$ cat src/rtl/retospect_neuron_cell.sv
// retospect_neuron_cell
// N-dendrite leaky integrate-and-fire neuron for the cell array. Weights,
// firing threshold, decay-clock select and refractory period load from a
// serial bitstream chain, and all active dendrites are summed each cycle
// with saturation.
//
// Ports
//   clk        clock, all state on posedge
//   reset      synchronous active-high; clears configuration and run state
//   reset_nn   network reset; clears run state only, configuration retained
//   config_en  1 = shift the bitstream chain, 0 = run
//   bs_in      bitstream serial in
//   bs_out     bitstream serial out (LSB of the refractory field)
//   clockbus   decay strobes from the clockbox, one per decay-select value
//   dendrite   spike inputs, bit i weighted by w[i]
//   axon       registered spike output
//
// Build option
//   RETOSPECT_NEURON_INHIBIT_EN  when defined, weights are two's-complement
//   signed so synapses can be inhibitory; the sum is floored at 0. When
//   undefined, weights are unsigned. Chain length and order are unchanged.

module retospect_neuron_cell #(
   parameter int NUM_DENDRITES = 4,
   parameter int W_BITS        = 3,
   parameter int UT_BITS       = 6,
   parameter int SEL_BITS      = 3,
   parameter int REFRAC_BITS   = 2
) (
   input  logic                       clk,
   input  logic                       reset,
   input  logic                       reset_nn,
   input  logic                       config_en,
   input  logic                       bs_in,
   output logic                       bs_out,
   input  logic [2**SEL_BITS-1:0]     clockbus,
   input  logic [NUM_DENDRITES-1:0]   dendrite,
   output logic                       axon
);

   localparam int CHAIN_LEN = NUM_DENDRITES*W_BITS + UT_BITS + SEL_BITS + REFRAC_BITS;
   localparam int ACC_W     = UT_BITS + $clog2(NUM_DENDRITES) + 2;
   localparam int DSEL_LSB  = REFRAC_BITS;
   localparam int THR_LSB   = REFRAC_BITS + SEL_BITS;

   // The whole chain is one shift register. w[0] sits at the MSB end next to
   // bs_in and the refractory field at the LSB end next to bs_out, so shifting
   // the whole vector right moves every field LSB into the next field's MSB.
   logic [CHAIN_LEN-1:0]   chain_q, chain_d;
   logic [UT_BITS-1:0]     ut_q, ut_d;
   logic [REFRAC_BITS-1:0] rcnt_q, rcnt_d;
   logic                   axon_q, axon_d;

   logic [W_BITS-1:0]      wRaw [NUM_DENDRITES];
   logic [UT_BITS-1:0]     thr;
   logic [SEL_BITS-1:0]    dsel;
   logic [REFRAC_BITS-1:0] refrac;
   logic [UT_BITS-1:0]     baseUt;
   logic [ACC_W-1:0]       wExt;
   logic [ACC_W-1:0]       acc;
   logic [UT_BITS-1:0]     sat;
   logic                   fire;

   // Field decode, weighted sum and saturation for the run path.
   always_comb begin
      wRaw   = '{default: '0};
      wExt   = '0;
      thr    = chain_q[THR_LSB +: UT_BITS];
      dsel   = chain_q[DSEL_LSB +: SEL_BITS];
      refrac = chain_q[0 +: REFRAC_BITS];
      baseUt = clockbus[dsel] ? (ut_q >> 1) : ut_q;
      acc    = {{(ACC_W-UT_BITS){1'b0}}, baseUt};
      for (int i = 0; i < NUM_DENDRITES; i++) begin
         wRaw[i] = chain_q[CHAIN_LEN-1-i*W_BITS -: W_BITS];
`ifdef RETOSPECT_NEURON_INHIBIT_EN
         wExt = {{(ACC_W-W_BITS){wRaw[i][W_BITS-1]}}, wRaw[i]};
`else
         wExt = {{(ACC_W-W_BITS){1'b0}}, wRaw[i]};
`endif
         if (dendrite[i]) begin
            acc = acc + wExt;
         end
      end
      // Two's-complement sign bit means the sum went negative; any set bit
      // above the membrane width means it overflowed the membrane range.
      if (acc[ACC_W-1]) begin
         sat = '0;
      end else if (|acc[ACC_W-2:UT_BITS]) begin
         sat = '1;
      end else begin
         sat = acc[UT_BITS-1:0];
      end
      fire = (sat >= thr);
   end

   // Next-state selection: network reset, then configuration shift, then
   // refractory countdown, then integrate-and-fire.
   always_comb begin
      chain_d = chain_q;
      ut_d    = ut_q;
      rcnt_d  = rcnt_q;
      axon_d  = 1'b0;
      if (reset_nn) begin
         ut_d   = '0;
         rcnt_d = '0;
      end else if (config_en) begin
         chain_d = {bs_in, chain_q[CHAIN_LEN-1:1]};
      end else if (rcnt_q != '0) begin
         rcnt_d = rcnt_q - 1'b1;
         ut_d   = '0;
      end else if (fire) begin
         axon_d = 1'b1;
         ut_d   = '0;
         rcnt_d = refrac;
      end else begin
         ut_d = sat;
      end
   end

   // State registers with synchronous full reset.
   always_ff @(posedge clk) begin
      if (reset) begin
         chain_q <= '0;
         ut_q    <= '0;
         rcnt_q  <= '0;
         axon_q  <= 1'b0;
      end else begin
         chain_q <= chain_d;
         ut_q    <= ut_d;
         rcnt_q  <= rcnt_d;
         axon_q  <= axon_d;
      end
   end

   assign bs_out = chain_q[0];
   assign axon   = axon_q;

endmodule

$ cat config.mk
export PLATFORM = sky130hd
export DESIGN_NAME = retospect_neuron_cell
export DESIGN_NICKNAME = d
export VERILOG_FILES = /design/src/rtl/retospect_neuron_cell.sv
export SDC_FILE = /design/constraint.sdc
export NUM_CORES = 1
export LEC_CHECK = 0
export ABC_CLOCK_PERIOD_IN_PS = 6600
export CAP_MARGIN = 20
export CELL_PAD_IN_SITES_DETAIL_PLACEMENT = 1
export CELL_PAD_IN_SITES_GLOBAL_PLACEMENT = 2
export CORE_MARGIN = 1
export CORE_UTILIZATION = 32
export DETAILED_ROUTE_END_ITERATION = 8
export PLACE_DENSITY_LB_ADDON = 0.1
export SYNTH_ARGS = -nofsm -noshare
export SYNTH_HDL_FRONTEND = slang
export SYNTH_SLANG_ARGS = --single-unit
export TNS_END_PERCENT = 10
$ cat constraint.sdc
create_clock -name clk -period 6.6 [get_ports clk]
set_input_delay 0.66 -clock clk [delete_from_list [all_inputs] [get_ports clk]]
set_output_delay 0.66 -clock clk [all_outputs]
set_load 0.1 [all_outputs]
==> summary.md <==
| Metric | Value |
|---|---|
| Core footprint | between 0.007 and 0.008 mm² |
| Final Max Slew Viols | 0 |
| Grt ovf | 0 |
| Crit path launch type | input pin |
| Initial Utilization | between 30% and 40% |
| Final hold viol count | 0 |
| Netlist cell types | around 70 |
| H-Tree Depth | 2 |
| Dominant cell type by area after synthesis | dfxtp_1 |
| Row count | 32 |
| Share of layout cells above drive strength 1 | ~33% |
| Clock skew | roughly 0.0064 ns |
| Rel. slew slack | roughly a third |
| Hold Crit Class | reg2reg |
| CTS tree | built |
| Clock sink count | 32 |
| Root Buffer | clkbuf_8 |
| Post-DR vias/cell | 5.15 |
| RePlAce Congestion | between 0.7 and 0.8 |
| Final WL | roughly 7400 µm |
| Peak Freq | between 150 and 200 MHz |
| Lkg Pwr | 1.35 nW |
| Die area | ~0.0086 mm² |
| Dominant cells by area after synthesis | dfxtp_1 24%, ha_1 8.5%, nand2_1 8.1% |
| Status | complete, no violations |
| Critical path arrival | 6.71 ns |
| Max incr delay on CP | approximately 0.56 ns |
| Clock edge transition at the registers on the reported setup and hold paths | 0.07 ns |
| TritonCTS Buffers | 5 |
| ANT cells | 0 |
| Iteration-0 DRC Markers | 55 |
| Vias in the first global route | ~2600 |
| Area delta synth->final | 35.1% |
| DR pass1 iterations | 4 |
| Total GRT Usage | a little under a fifth |
| Die Span X | between 90 and 100 µm |
| Final worst-path cycle share | a little over nine tenths |
| Total of max-cap violations | 0 |
| Non-filler cells, final | approximately 490 |
| Critical path peak fanout | 4 |
| Hold WS | around 0.47 ns |
| PortBufs | 18 |
| Top cell type's share of synthesized area | 24.2% |
| Dpl hpwl | between 5000 and 6000 µm |
| Clock Latency Late Sink | between 0.2 and 0.3 ns |
| Main synth FF type | dfxtp_1 |
| Slowest-stage cell, CP | fa_2 |
| Routed Antenna Nets | 0 |
| DR WL/cell | 15.2 µm |
| Syn nets | 360 |
| Register bit total from synthesis | 32 |
| Worst EP required | between 6 and 7 ns |
| Clock tree buffer depth | 2 |
| Antenna violations before repair | 0 |
| First-pass GRT wire length | between 10000 and 15000 µm |
| Most frequent cells in the layout | 57 x nand2_1, 51 x buf_4, 32 x a21oi_1, 29 x dfxtp_1 |
| Power Density | roughly 130 mW/mm² |
| Ys async rst share | 0% |
| Commonest non-fill, non-tap cell in the layout | nand2_1 |
| Critical Setup Path Class | in2reg |
| Final setup violation count | 0 |
| CTS Hold Bufs | 0 |
| Residual DRC | 0 |
| Pin count of the biggest net entering global routing | 25 |
| Synthesis warning total | 0 |
| Fin crit period | approximately 6.5 ns |
| Fill cell count | around 960 |
| Synth Area per Inst | a little over 8 µm² |
| RSZ-0062 raised after global routing | true |
| Cells after Synth | 321 |
| Placed insts | 470 |
| Nets@finish | roughly 420 |
| I/O pin total | 19 |
| Max rail drop VDD | a little over 0.0001 V |
| Die H | between 90 and 100 µm |
| CP dominant cell by count | fa_2 |
| Slew @ Worst Pin | approximately 0.97 ns |
| Via count | approximately 2500 |
| Crit path capture type | flop |
| Number of synthesized flops with an enable pin | 0 |
| Synthesized cell area | 0.00265 mm² |
| Sequential area share after synthesis | about a quarter |
what timing repair did:
action / CTS / global route
setup buffers: 7 / 3
endpoints found under the hold margin: 0 / 0
setup endpoints to repair: 9 / 9
pin swaps: 25 / 19
gates resized for setup: 25 / 8
routing by layer:
| metal | wire length [µm] | global-route usage [%] | vias up |
|---|---|---|---|
| li1 | - | - | 1270 |
| met1 | 3550 | 23.5 | 1201 |
| met2 | 3590 | 31.6 | 31 |
| met3 | 151 | 2.96 | 9 |
| met4 | 102 | 5.26 | 0 |
| met5 | 0 | 0 | - |
worst paths after layout:
path / to / slack [ns] / startpoint / cells after the start
worst max-delay path: ut_q[4] / 0.11 / clockbus[2] / 31
worst min-delay path: chain_q[8] / 0.47 / chain_q[9] / 2
worst max register to register: ut_q[4] / 0.13 / chain_q[2] / 30
worst min register to register: chain_q[8] / 0.47 / chain_q[9] / 2
area by class of cell:
class                   count  area [µm²]  area share (%)
flip-flops and latches     32         647            18.1
clock inverters             3        42.5            1.19
repair buffers             70         556            15.6
well taps                 102         128            3.57
inverters                  14        52.6            1.47
clock buffers               5        68.8            1.93
multi-input cells         262        2080            58.2
power by group:
group	leakage, nW	switching (mW)	internal, mW	total (mW)
clock	0.0541	0.0813	0.112	0.193
sequential	0.260	0.000784	0.193	0.194
combinational	1.03	0.0331	0.0322	0.0652
flip-flops by register name, indices dropped and copies added, names as in the netlist:
name / flops
axon: 1
rcnt_q: 2
ut_q: 6
chain_q: 23
critical path: cells and delay by family:
kind / cells / cell delay (ns)
AO/OA/AOI/OAI: 9 / 1.32
buffers and inverters: 2 / 0.13
adder cells (fa/ha/maj): 6 / 2.36
multiplexers: 5 / 0.93
AND/OR/NAND/NOR: 9 / 1.32
kinds of logic after synthesis:
logic type	synth area share [%]
AND/OR/NAND/NOR	24.8
AO/OA/AOI/OAI	24.8
flip-flops	24.2
buffers and inverters	4.54
adder cells (fa/ha/maj)	11.5
multiplexers	6.15
XOR/XNOR	3.93
synthesized netlist by cell type, types with 2 or more instances:
master,count
nand2_1,57
a21oi_1,34
dfxtp_1,32
ha_1,18
o21ai_0,16
inv_1,14
nand3_1,13
nor2_1,11
clkbuf_1,9
nor2b_1,8
mux2_2,6
and3_1,5
xnor2_1,5
a21boi_0,4
a22oi_2,4
and2_1,4
fa_1,4
mux2i_1,4
nand3b_1,4
nor3_1,4
a21o_1,3
a22o_1,3
a31oi_1,3
nand2b_1,3
o211ai_1,3
o21a_1,3
buf_6,2
mux2_4,2
o211ai_2,2
or2b_2,2
through the flow:
stage	util, %	area [µm²]	TNS (ns)	power, mW	setup WS (ns)
6_report	45.5	3570	0	0.452	0.108
5_1_grt	45.5	3570	-0.537	0.470	-0.119
4_1_cts	44.9	3520	-0.224	0.455	-0.0899
3_5_place_dp	42.5	3340	-6.12	0.261	-0.750
3_3_place_gp	42.5	3340	-5.33	0.260	-0.640
2_1_floorplan	-	2780	-0.253	0.234	-0.0556
Power figures use the tool's default switching activity.
